`src/rtl/riscv_pkg.sv`:
```
// Purpose: shared RISC-V constants for the EX-stage branch logic.
// Latency: n/a (constants and a pure helper function only).
// Backpressure: n/a.
package riscv_pkg;

    localparam int XLEN = 32;

    localparam logic [6:0] OPC_BRANCH = 7'b1100011;

    localparam logic [2:0] F3_BEQ  = 3'b000;
    localparam logic [2:0] F3_BNE  = 3'b001;
    localparam logic [2:0] F3_BLT  = 3'b100;
    localparam logic [2:0] F3_BGE  = 3'b101;
    localparam logic [2:0] F3_BLTU = 3'b110;
    localparam logic [2:0] F3_BGEU = 3'b111;

    // 010 and 011 are the only unused encodings in the branch major opcode.
    function automatic logic f3_is_branch(input logic [2:0] f3);
        return (f3 != 3'b010) && (f3 != 3'b011);
    endfunction

endpackage

```
`src/rtl/branch_cmp.sv`:
```
// Purpose: evaluates a conditional-branch condition from funct3 and two operands.
// Latency: combinational.
// Backpressure: none; pure function of its inputs.
//
// Ports:
//   funct3  branch type select
//   a, b    rs1 / rs2 operand values
//   cond    branch condition holds (0 when funct3 is illegal)
//   legal   funct3 is a defined branch type
module branch_cmp
    import riscv_pkg::*;
#(
    parameter int XLEN = riscv_pkg::XLEN
) (
    input  logic [2:0]      funct3,
    input  logic [XLEN-1:0] a,
    input  logic [XLEN-1:0] b,
    output logic            cond,
    output logic            legal
);

    always_comb begin
        cond  = 1'b0;
        legal = 1'b1;
        case (funct3)
            F3_BEQ:  cond = (a == b);
            F3_BNE:  cond = (a != b);
            F3_BLT:  cond = ($signed(a) <  $signed(b));
            F3_BGE:  cond = ($signed(a) >= $signed(b));
            F3_BLTU: cond = (a <  b);
            F3_BGEU: cond = (a >= b);
            default: legal = 1'b0;
        endcase
    end

endmodule

```
`src/rtl/branch_ctrl.sv`:
```
// Purpose: EX-stage branch sequencer: latch, evaluate, redirect fetch, flush IF/ID.
// Latency: accept T, evaluate T+1, redir_valid/bad_br at T+2; flush FLUSH_CYCLES cycles after redir_ack.
// Backpressure: br_ready only in IDLE (stall = ~br_ready); redirect held until redir_ack.
//
// Ports:
//   clk, rst                      clock, synchronous active-high reset
//   br_valid/br_ready             branch handshake; opcode, funct3, rs1_val, rs2_val, br_pc, br_imm captured on it
//   kill                          abort to IDLE next cycle (only rst is stronger)
//   redir_valid/redir_ack         PC redirect to fetch, redir_target stable while valid
//   flush, stall                  IF/ID squash and hold
//   bad_br                        1-cycle pulse for illegal branch or misaligned taken target
//   taken_cnt, ntaken_cnt         saturating resolution statistics
module branch_ctrl
    import riscv_pkg::*;
#(
    parameter int XLEN         = riscv_pkg::XLEN,
    parameter int FLUSH_CYCLES = 2,
    parameter int CNT_W        = 16
) (
    input  logic             clk,
    input  logic             rst,
    input  logic             br_valid,
    output logic             br_ready,
    input  logic [6:0]       opcode,
    input  logic [2:0]       funct3,
    input  logic [XLEN-1:0]  rs1_val,
    input  logic [XLEN-1:0]  rs2_val,
    input  logic [XLEN-1:0]  br_pc,
    input  logic [XLEN-1:0]  br_imm,
    input  logic             kill,
    output logic             redir_valid,
    output logic [XLEN-1:0]  redir_target,
    input  logic             redir_ack,
    output logic             flush,
    output logic             stall,
    output logic             bad_br,
    output logic [CNT_W-1:0] taken_cnt,
    output logic [CNT_W-1:0] ntaken_cnt
);

    localparam int FCW = (FLUSH_CYCLES > 1) ? $clog2(FLUSH_CYCLES) : 1;

    typedef enum logic [1:0] {
        ST_IDLE  = 2'd0,
        ST_EVAL  = 2'd1,
        ST_REDIR = 2'd2,
        ST_FLUSH = 2'd3
    } state_e;

    typedef struct packed {
        logic [6:0]      opcode;
        logic [2:0]      funct3;
        logic [XLEN-1:0] rs1;
        logic [XLEN-1:0] rs2;
        logic [XLEN-1:0] pc;
        logic [XLEN-1:0] imm;
    } br_req_t;

    state_e          state_q, state_d;
    br_req_t         req_q;
    logic [FCW-1:0]  fcnt_q, fcnt_d;

    logic            cond, legal;
    logic [XLEN-1:0] target;
    logic            illegal;
    logic            misaligned;

    logic            redir_valid_d, flush_d, bad_br_d;
    logic            taken_inc, ntaken_inc, target_ld;
    logic            capture;

    branch_cmp #(.XLEN(XLEN)) u_cmp (
        .funct3 (req_q.funct3),
        .a      (req_q.rs1),
        .b      (req_q.rs2),
        .cond   (cond),
        .legal  (legal)
    );

    // Wraps mod 2^XLEN by construction of the adder width.
    assign target     = req_q.pc + req_q.imm;
    assign illegal    = (req_q.opcode != OPC_BRANCH) || !legal || !f3_is_branch(req_q.funct3);
    assign misaligned = (target[1:0] != 2'b00);

    assign br_ready = (state_q == ST_IDLE);
    assign stall    = ~br_ready;
    assign capture  = br_ready && br_valid && !kill;

    // ---------------- state register (plus registered outputs) ----------------
    always_ff @(posedge clk) begin
        if (rst) begin
            state_q      <= ST_IDLE;
            req_q        <= '0;
            fcnt_q       <= '0;
            redir_valid  <= 1'b0;
            redir_target <= '0;
            flush        <= 1'b0;
            bad_br       <= 1'b0;
            taken_cnt    <= '0;
            ntaken_cnt   <= '0;
        end else begin
            state_q     <= state_d;
            fcnt_q      <= fcnt_d;
            redir_valid <= redir_valid_d;
            flush       <= flush_d;
            bad_br      <= bad_br_d;
            if (capture) begin
                req_q.opcode <= opcode;
                req_q.funct3 <= funct3;
                req_q.rs1    <= rs1_val;
                req_q.rs2    <= rs2_val;
                req_q.pc     <= br_pc;
                req_q.imm    <= br_imm;
            end
            if (target_ld) begin
                redir_target <= target;
            end
            if (taken_inc && (taken_cnt != {CNT_W{1'b1}})) begin
                taken_cnt <= taken_cnt + CNT_W'(1);
            end
            if (ntaken_inc && (ntaken_cnt != {CNT_W{1'b1}})) begin
                ntaken_cnt <= ntaken_cnt + CNT_W'(1);
            end
        end
    end

    // ---------------- next-state logic ----------------
    always_comb begin
        state_d = state_q;
        if (kill) begin
            state_d = ST_IDLE;
        end else begin
            case (state_q)
                ST_IDLE:  if (br_valid) state_d = ST_EVAL;
                ST_EVAL: begin
                    if (!illegal && cond && !misaligned) state_d = ST_REDIR;
                    else                                  state_d = ST_IDLE;
                end
                ST_REDIR: if (redir_ack) state_d = ST_FLUSH;
                ST_FLUSH: if (fcnt_q == '0) state_d = ST_IDLE;
                default:  state_d = ST_IDLE;
            endcase
        end
    end

    // ---------------- output / datapath control logic ----------------
    // Computes the values the registered outputs take at the next edge, so
    // redir_valid and flush line up exactly with the REDIR / FLUSH states.
    always_comb begin
        redir_valid_d = (state_d == ST_REDIR);
        flush_d       = (state_d == ST_FLUSH);
        bad_br_d      = 1'b0;
        taken_inc     = 1'b0;
        ntaken_inc    = 1'b0;
        target_ld     = 1'b0;
        fcnt_d        = fcnt_q;

        if (!kill) begin
            case (state_q)
                ST_EVAL: begin
                    if (illegal) begin
                        bad_br_d = 1'b1;
                    end else if (!cond) begin
                        ntaken_inc = 1'b1;
                    end else if (misaligned) begin
                        bad_br_d = 1'b1;
                    end else begin
                        taken_inc = 1'b1;
                        target_ld = 1'b1;
                    end
                end
                ST_REDIR: begin
                    // Down-counter reaches zero on the last flush cycle.
                    if (redir_ack) fcnt_d = FCW'(FLUSH_CYCLES - 1);
                end
                ST_FLUSH: begin
                    if (fcnt_q != '0) fcnt_d = fcnt_q - FCW'(1);
                end
                default: ;
            endcase
        end
    end

endmodule

```
`config.mk`:
```
export PLATFORM = sky130hd
export DESIGN_NAME = branch_ctrl
export DESIGN_NICKNAME = d
export VERILOG_FILES = /design/src/rtl/riscv_pkg.sv /design/src/rtl/branch_cmp.sv /design/src/rtl/branch_ctrl.sv
export SDC_FILE = /design/constraint.sdc
export NUM_CORES = 1
export LEC_CHECK = 0
export CORE_ASPECT_RATIO = 1.25
export CORE_MARGIN = 5
export CORE_UTILIZATION = 47
export CTS_CLUSTER_SIZE = 30
export DETAILED_ROUTE_END_ITERATION = 8
export GPL_TIMING_DRIVEN = 0
export PLACE_DENSITY = 0.76
export SYNTH_ARGS = -nofsm -noshare
export SYNTH_HDL_FRONTEND = slang
export SYNTH_SLANG_ARGS = --single-unit
```
`constraint.sdc`:
```
create_clock -name clk -period 3.4 [get_ports clk]
set_clock_uncertainty 0.15 [all_clocks]
set_input_delay 0.85 -clock clk [delete_from_list [all_inputs] [get_ports clk]]
set_output_delay 0.85 -clock clk [all_outputs]
set_load 0.02 [all_outputs]
```
# [Word-level counts from Yosys, hierarchy flattened]
# Cells that the tools add are included.
[word_totals] word_cells=87 in_bits=143 output_inout_bits=69 ff_bits=208
[op_classes] n_mux=23 order_cmp=4 addsub=4 bitwise=3 n_eq_ne=18 n_reduce_logical=21
[ops] op="32-bit greater-or-equal comparator" n=2
[ops] op="32-bit < comparator" n=2
[ops] op="16-bit by 1-bit adder with 16-bit output, second input constant" n=2
[ops] op="32-bit adder" n=1
[ops] op="32-bit == test" n=1
[ops] op="16-bit != test, second input constant" n=2
[ops] op="32-bit != test" n=1
[ops] op="1-bit two-way mux" n=15
[ops] op="3-bit == test, second input constant" n=4
[ops] op="2-bit two-way mux" n=5
[ops] op="2-bit == test, second input constant" n=4
[ops] op="2-bit case mux with 4 select lines" n=1
[ops] op="1-bit logical AND" n=7
[ops] op="7-bit != test, second input constant" n=1
[ops] op="3-bit by 2-bit != test with 1-bit output, second input constant" n=2
[ops] op="1-bit case mux with 6 select lines" n=1
[ops] op="6-bit OR reduction" n=1
[ops] op="1-bit zero test" n=5
[ops] op="2-bit nonzero test" n=2
[ops] op="3-bit by 1-bit == test with 1-bit output, second input constant" n=1
[ops] op="3-bit zero test" n=1
[ops] op="1-bit NOT" n=3
[ops] op="3-bit AND reduction" n=1
[ops] op="3-bit OR reduction" n=1
[ops] op="6 further kinds" n=7

# [Longest topological paths before layout]
[depth] ltp_word=13 depth_mapped=14 depth_no_buf=12

# [Cells and area by module]
# From an unflattened synthesis, not the netlist that was laid out.
[unflattened] cells_unflattened=1271 area_unflattened_um2=9972.1
[by_module_without_submodules] module="branch_ctrl" seq_area_each_um2=4164.0 area_each_um2=8976.1 n_inst=1 cells_per_inst=1138
[by_module_without_submodules] module="branch_cmp" seq_area_each_um2=0.0 area_each_um2=996.0 n_inst=1 cells_per_inst=133

# [Worst setup path after synthesis]
# No wires, ideal clock.
[synth_timing] path_kind="register to register" startpoint="reg req_q[87] (netlist bit)" endpoint="reg ntaken_cnt[11]" setup_slack_ns=0.144 path_stages_with_launch=13 setup_ns=0.123 path_buffers=2 period_less_slack_ns=3.256 arrival_ns=2.983 required_ns=3.127 cell_sequence="dfxtp_1 > inv_1 > ha_1 > nand4_1 > or4_4 > or3_1 > o211a_2 > o32a_1 > and2_1 > buf_6 > buf_6 > a21oi_2 > mux2_1"
[synth_between] elab_chain_len=7 word_cells_on_any_way=12 classes_between="4 x order compare; 2 x eq/ne; 5 x mux; 1 x reduce/logical"
[synth_lines] item="start, declared" line="branch_ctrl.sv:60" rtl="br_req_t req_q;"
[synth_lines] item="32-bit greater-or-equal comparator, or another cell as far along" line="branch_cmp.sv:31" rtl="F3_BGEU: cond = (a >= b);"
[synth_lines] item="1-bit case mux with 6 select lines (*)" line="branch_cmp.sv:25" rtl="case (funct3)"
[synth_lines] item="1-bit two-way mux (*)" line="branch_ctrl.sv:163" rtl="end else if (!cond) begin"
[synth_lines] item="1-bit two-way mux (*)" line="branch_ctrl.sv:161" rtl="if (illegal) begin"
[synth_lines] item="1-bit two-way mux (*)" line="branch_ctrl.sv:159" rtl="case (state_q)"
[synth_lines] item="1-bit two-way mux (*)" line="branch_ctrl.sv:158" rtl="if (!kill) begin"
[synth_lines] item="1-bit logical AND (*)" line="branch_ctrl.sv:121" rtl="if (ntaken_inc && (ntaken_cnt != {CNT_W{1'b1}})) begin"
[synth_lines] item="end signal, assigned" line="branch_ctrl.sv:122" rtl="ntaken_cnt <= ntaken_cnt + CNT_W'(1);"
[synth_lines] item="end, declared" line="branch_ctrl.sv:38" rtl="output logic [CNT_W-1:0] ntaken_cnt"
# Mark *: on every way between the ends. The rest lies on a longest branch, timed or not.
# A chain may end at the register's enable or synchronous reset.

# [Final worst setup path]
[layout_timing] startpoint="reg req_q[93] (netlist bit)" endpoint="reg redir_target[26]"
[layout_between] elab_chain_len=6 word_cells_on_any_way=11 classes_between="4 x order compare; 2 x eq/ne; 5 x mux"
[layout_lines] item="32-bit greater-or-equal comparator, or another cell as far along" line="branch_cmp.sv:31"
[layout_lines] item="1-bit case mux with 6 select lines (*)" line="branch_cmp.sv:25"
[layout_lines] item="1-bit two-way mux (*)" line="branch_ctrl.sv:163"
[layout_lines] item="1-bit two-way mux (*)" line="branch_ctrl.sv:161"
[layout_lines] item="1-bit two-way mux (*)" line="branch_ctrl.sv:159"
[layout_lines] item="1-bit two-way mux (*)" line="branch_ctrl.sv:158"
[layout_lines] item="end signal, assigned" line="branch_ctrl.sv:116" rtl="redir_target <= target;"
[layout_lines] item="end, declared" line="branch_ctrl.sv:32" rtl="output logic [XLEN-1:0] redir_target,"
# Marked as above.

==> summary.md <==
| Metric | Value |
|---|---|
| Antenna diode count | 0 |
| Post-Syn Instances | 1399 |
| Synth async-reset ratio | 0% |
| Number of global-route vias before repair | 10500 |
| Leakage | 0.00563 uW |
| CTS Hold Buffers Added | 0 |
| Final setup violation count | 30 |
| Run status | complete, but fails checks |
| Worst setup path startpoint | req_q[93] |
| Total power divided by cell area | 396 nW/um2 |
| Level count of the clock H-tree | 1 |
| Ratio of cells with drive above 1 in the final layout | 12.7% |
| Violations in the final reports | setup timing |
| Share of total power in combinational logic | 15.4% |
| Shortest period the worst path allows | 3450 ps |
| Clock latency at the later pin of the worst-skew pair | 520 ps |
| Worst-path cell chain | inv_2 -> ha_4 -> nand4_4 -> or4_4 -> or3_4 -> o211a_4 -> o32a_1 -> buf_6 -> and3_4 -> buf_8 -> buf_12 -> buf_8 -> nand3_2 -> a21oi_2 |
| Pre-Repair DR Iteration Count | 5 |
| Dominant register cell in the synthesized netlist | sky130_fd_sc_hd__dfxtp_1 |
| Library cell appearing most often on the critical path | sky130_fd_sc_hd__buf_8 |
| Routed length per placed instance | 17.0 um |
| Top cell type's share of synthesized area | 38.4% |
| Count of yosys warnings during synthesis | 0 |
| Fin. max-slew vios | 0 |
| Total vias in the final route | 11000 |
| Peak clock frequency supported by timing | 290 MHz |
| Peak fanout along the critical path | 6 |
| Data arrival at the endpoint of the critical path | 3660 ps |
| GR met1 Demand/Resource | 28.9% |
| PortBufs | 210 |
| Residual DRC count | 0 |
| Number of DRC markers in iteration 0 | 685 |
| Sum of routed wire length over all layers | 33500 um |
| Design area | 15200 um2 |
| Final global-route overflow total | 0 |
| Met2 Track Usage GR | 41.8% |
| Core area | 22900 um2 |
| Path class of the lowest-slack min-delay path | reg -> reg |
| Clock Pin Slew Worst Setup and Hold Paths | 60 ps |
| Area leader, netlist | sky130_fd_sc_hd__dfxtp_1 |
| Buffers & Inverters on Critical Path | 5 |
| Cell with the most instances after synthesis | sky130_fd_sc_hd__nand2_1 |
| IR Drop Worst-Case VDD | 329 uV |
| Clock tree from TritonCTS | yes |
| Most area-consuming cells after synthesis | sky130_fd_sc_hd__dfxtp_1 38%, sky130_fd_sc_hd__nand2_1 11%, sky130_fd_sc_hd__a21oi_1 9.9%, sky130_fd_sc_hd__ha_1 7.5%, sky130_fd_sc_hd__clkbuf_1 2.6% |
| Detailed Place HPWL | 23800 um |
| Antenna violations before repair | 0 |
| Final Hold Fails | 0 |
| Reg-to-reg startpoint | req_q[93] |
| GR met3 Demand/Resource | 3.85% |
| Worst-Margin Slew | 973 ps |
| CTS Buf Count | 22 |
| Share of the cycle needed by the critical path after routing | 101% |
| Clock buffer depth | 3 |
| Reg power frac | 42.7% |
| Final Wtd Congestion | 0.897 |
| Cell family contributing the most delay on the critical path | simple AND/OR/NAND/NOR gates |
| Number of flops mapped to enable cells by yosys | 0 |
| Power after layout | 6000 uW |
| Busiest layer in global routing | met2 |
| Net switching fraction of the power | 25.8% |
| Final #Nets | 1872 |
| Net switching power | 1550 uW |
| Filler cell count | 1888 |
| Post-synthesis instance area | 10800 um2 |
| Max cap viols | 0 |
| Area growth from synthesis to layout | 40.0% |
| Overall die area | 26200 um2 |
| Num rows | 62 |
| Sinks on the clock net | 208 |
| Via density per instance | 5.61 |
| Y dimension of the die | 180 um |
| Pin count of the biggest net entering global routing | 15 |
| Most used standard cells in the synthesized netlist | 324 x sky130_fd_sc_hd__nand2_1, 214 x sky130_fd_sc_hd__a21oi_1, 208 x sky130_fd_sc_hd__dfxtp_1 |
| Worst-case headroom to the max-slew limit | 35.1% |
| Share of total power in the clock network | 41.9% |
| Worst endpoint required time | 3610 ps |
| Final worst-path setup slack | -49.6 ps |
| Critical-path cell with the highest stage delay | sky130_fd_sc_hd__or4_4 |
| Library cells used by synthesis | 72 |
| Number of top-level design ports | 212 |
| Internal power | 4460 uW |
| Remaining number of nets flagged by the antenna check after routing | 0 |
| Number of storage elements in the synthesis netlist | 208 |
| Part of the Yosys area used for sequential elements | 38.4% |
| Worst Setup Start Kind | flop |
| Chip width | 146 um |
| Critical Setup Path Class | reg -> reg |
| Setup repair after global routing missed its margin | true |
| Overall Global Routing Usage | 23.4% |
| Critical Path Sink Type | flop |
| Post-Syn Area per Cell | 7.74 um2 |
| Min-delay src | req_q[91] |
| Post-placement cell area | 13300 um2 |
| Starting density of the core | 47.3% |
| Total nets after synthesis | 1608 |
| First-pass GRT wire length | 51700 um |
| Largest stage delay on the critical path | 560 ps |
| Clock Tree Root | sky130_fd_sc_hd__clkbuf_16 |
final cells by class:
cell class	instances	area [um2]	share of cell area, %
plain buffers	91	510	3.37
clock buffers	31	654	4.32
clock inverters	9	110	0.726
inverters	55	206	1.36
multi-input cells	1045	6690	44.1
flip-flops and latches	208	4180	27.5
well taps	288	360	2.38
repair buffers	240	2460	16.2
worst register-to-register path: stages, from the launching register on:
cell	delay [ps]
sky130_fd_sc_hd__dfxtp_2	340
sky130_fd_sc_hd__inv_2	50
sky130_fd_sc_hd__ha_4	280
sky130_fd_sc_hd__nand4_4	110
sky130_fd_sc_hd__or4_4	560
sky130_fd_sc_hd__or3_4	390
sky130_fd_sc_hd__o211a_4	160
sky130_fd_sc_hd__o32a_1	380
sky130_fd_sc_hd__buf_6	150
sky130_fd_sc_hd__and3_4	160
sky130_fd_sc_hd__buf_8	150
sky130_fd_sc_hd__buf_12	150
sky130_fd_sc_hd__buf_8	140
sky130_fd_sc_hd__nand3_2	80
sky130_fd_sc_hd__a21oi_2	50
what timing repair did:
item                                    4_1_cts  5_1_grt
pin swaps                                    19       29
gates cloned                                  5        4
resized for setup                            80       93
endpoints found under the setup margin       59       66
setup buffers                                17        5
cells by family (layout without fill, tap and decap cells):
group           count (synthesis)  in the layout  synth area share, %
fa+ha+maj                      66             66                 7.69
simple gates                  574            575                 24.1
mux                            30             30                 3.06
xor+xnor                       21             21                 1.70
compound gates                353            353                 19.3
buf+inv                       147            426                 5.65
flops                         208            208                 38.4
registers in the layout, indices dropped and copies added (netlist names):
signal	cells
redir_target	32
bad_br	1
fcnt_q	1
state_q	2
req_q	138
flush	1
ntaken_cnt	16
taken_cnt	16
redir_valid	1
placed cells by master, fill, tap and decap left out, drive strengths merged, types with 5 or more instances in the layout:
cell type / synthesis / final
nand3: 54 / 55
dfxtp: 208 / 208
nor3: 14 / 14
nor2b: 25 / 25
inv: 55 / 56
clkinv: 0 / 6
nor4: 6 / 6
and2: 6 / 6
mux2: 25 / 25
and3: 15 / 15
nor3b: 5 / 5
o311ai: 10 / 10
nor2: 63 / 63
o21ai: 42 / 42
nand4: 30 / 30
xnor2: 18 / 18
a21oi: 223 / 223
a211oi: 9 / 9
or2: 6 / 6
clkdlybuf4s50: 0 / 210
nand2: 324 / 324
a31oi: 8 / 8
or4: 5 / 5
clkbuf: 74 / 107
ha: 65 / 65
a21o: 11 / 11
buf: 18 / 45
mux2i: 5 / 5
o211ai: 8 / 8
o41ai: 6 / 6
worst paths after layout:
check                     end  slack, ps  depth (start not counted)
min                 req_q[91]        300                          2
max reg2reg  redir_target[26]        -50                         14
min reg2reg         req_q[91]        300                          2
max          redir_target[26]        -50                         14
routing by layer:
metal,vias up,share of wire [%]
met5,-,0
met4,0,3.0
met3,71,6.0
met2,368,50
met1,5174,41
li1,5413,-
per-stage QoR:
| stage | std cells | worst slack (ps) | TNS, ps | utilization [%] | hold WS, ps |
|---|---|---|---|---|---|
| CTS | 1958 | -34.4 | -229 | 63.9 | 305 |
| global route | 1967 | -132 | -3980 | 66.3 | 324 |
| global placement | 1897 | -186 | -4360 | 58.1 | 293 |
| detailed placement | 1897 | -259 | -6640 | 58.1 | 297 |
| finish | 1967 | -49.6 | -744 | 66.3 | 302 |
| floorplan | 1399 | 144 | 0 | - | 281 |
power by group through the flow:
stage               sequential [uW]  combinational (uW)  clock [uW]
floorplan                      2600                 435           0
global route                   2570                1000        2640
detailed placement             2610                 741           0
CTS                            2560                 839        2540
global placement               2610                 727           0
finish                         2560                 922        2520
(Power assumes the default switching activity.)
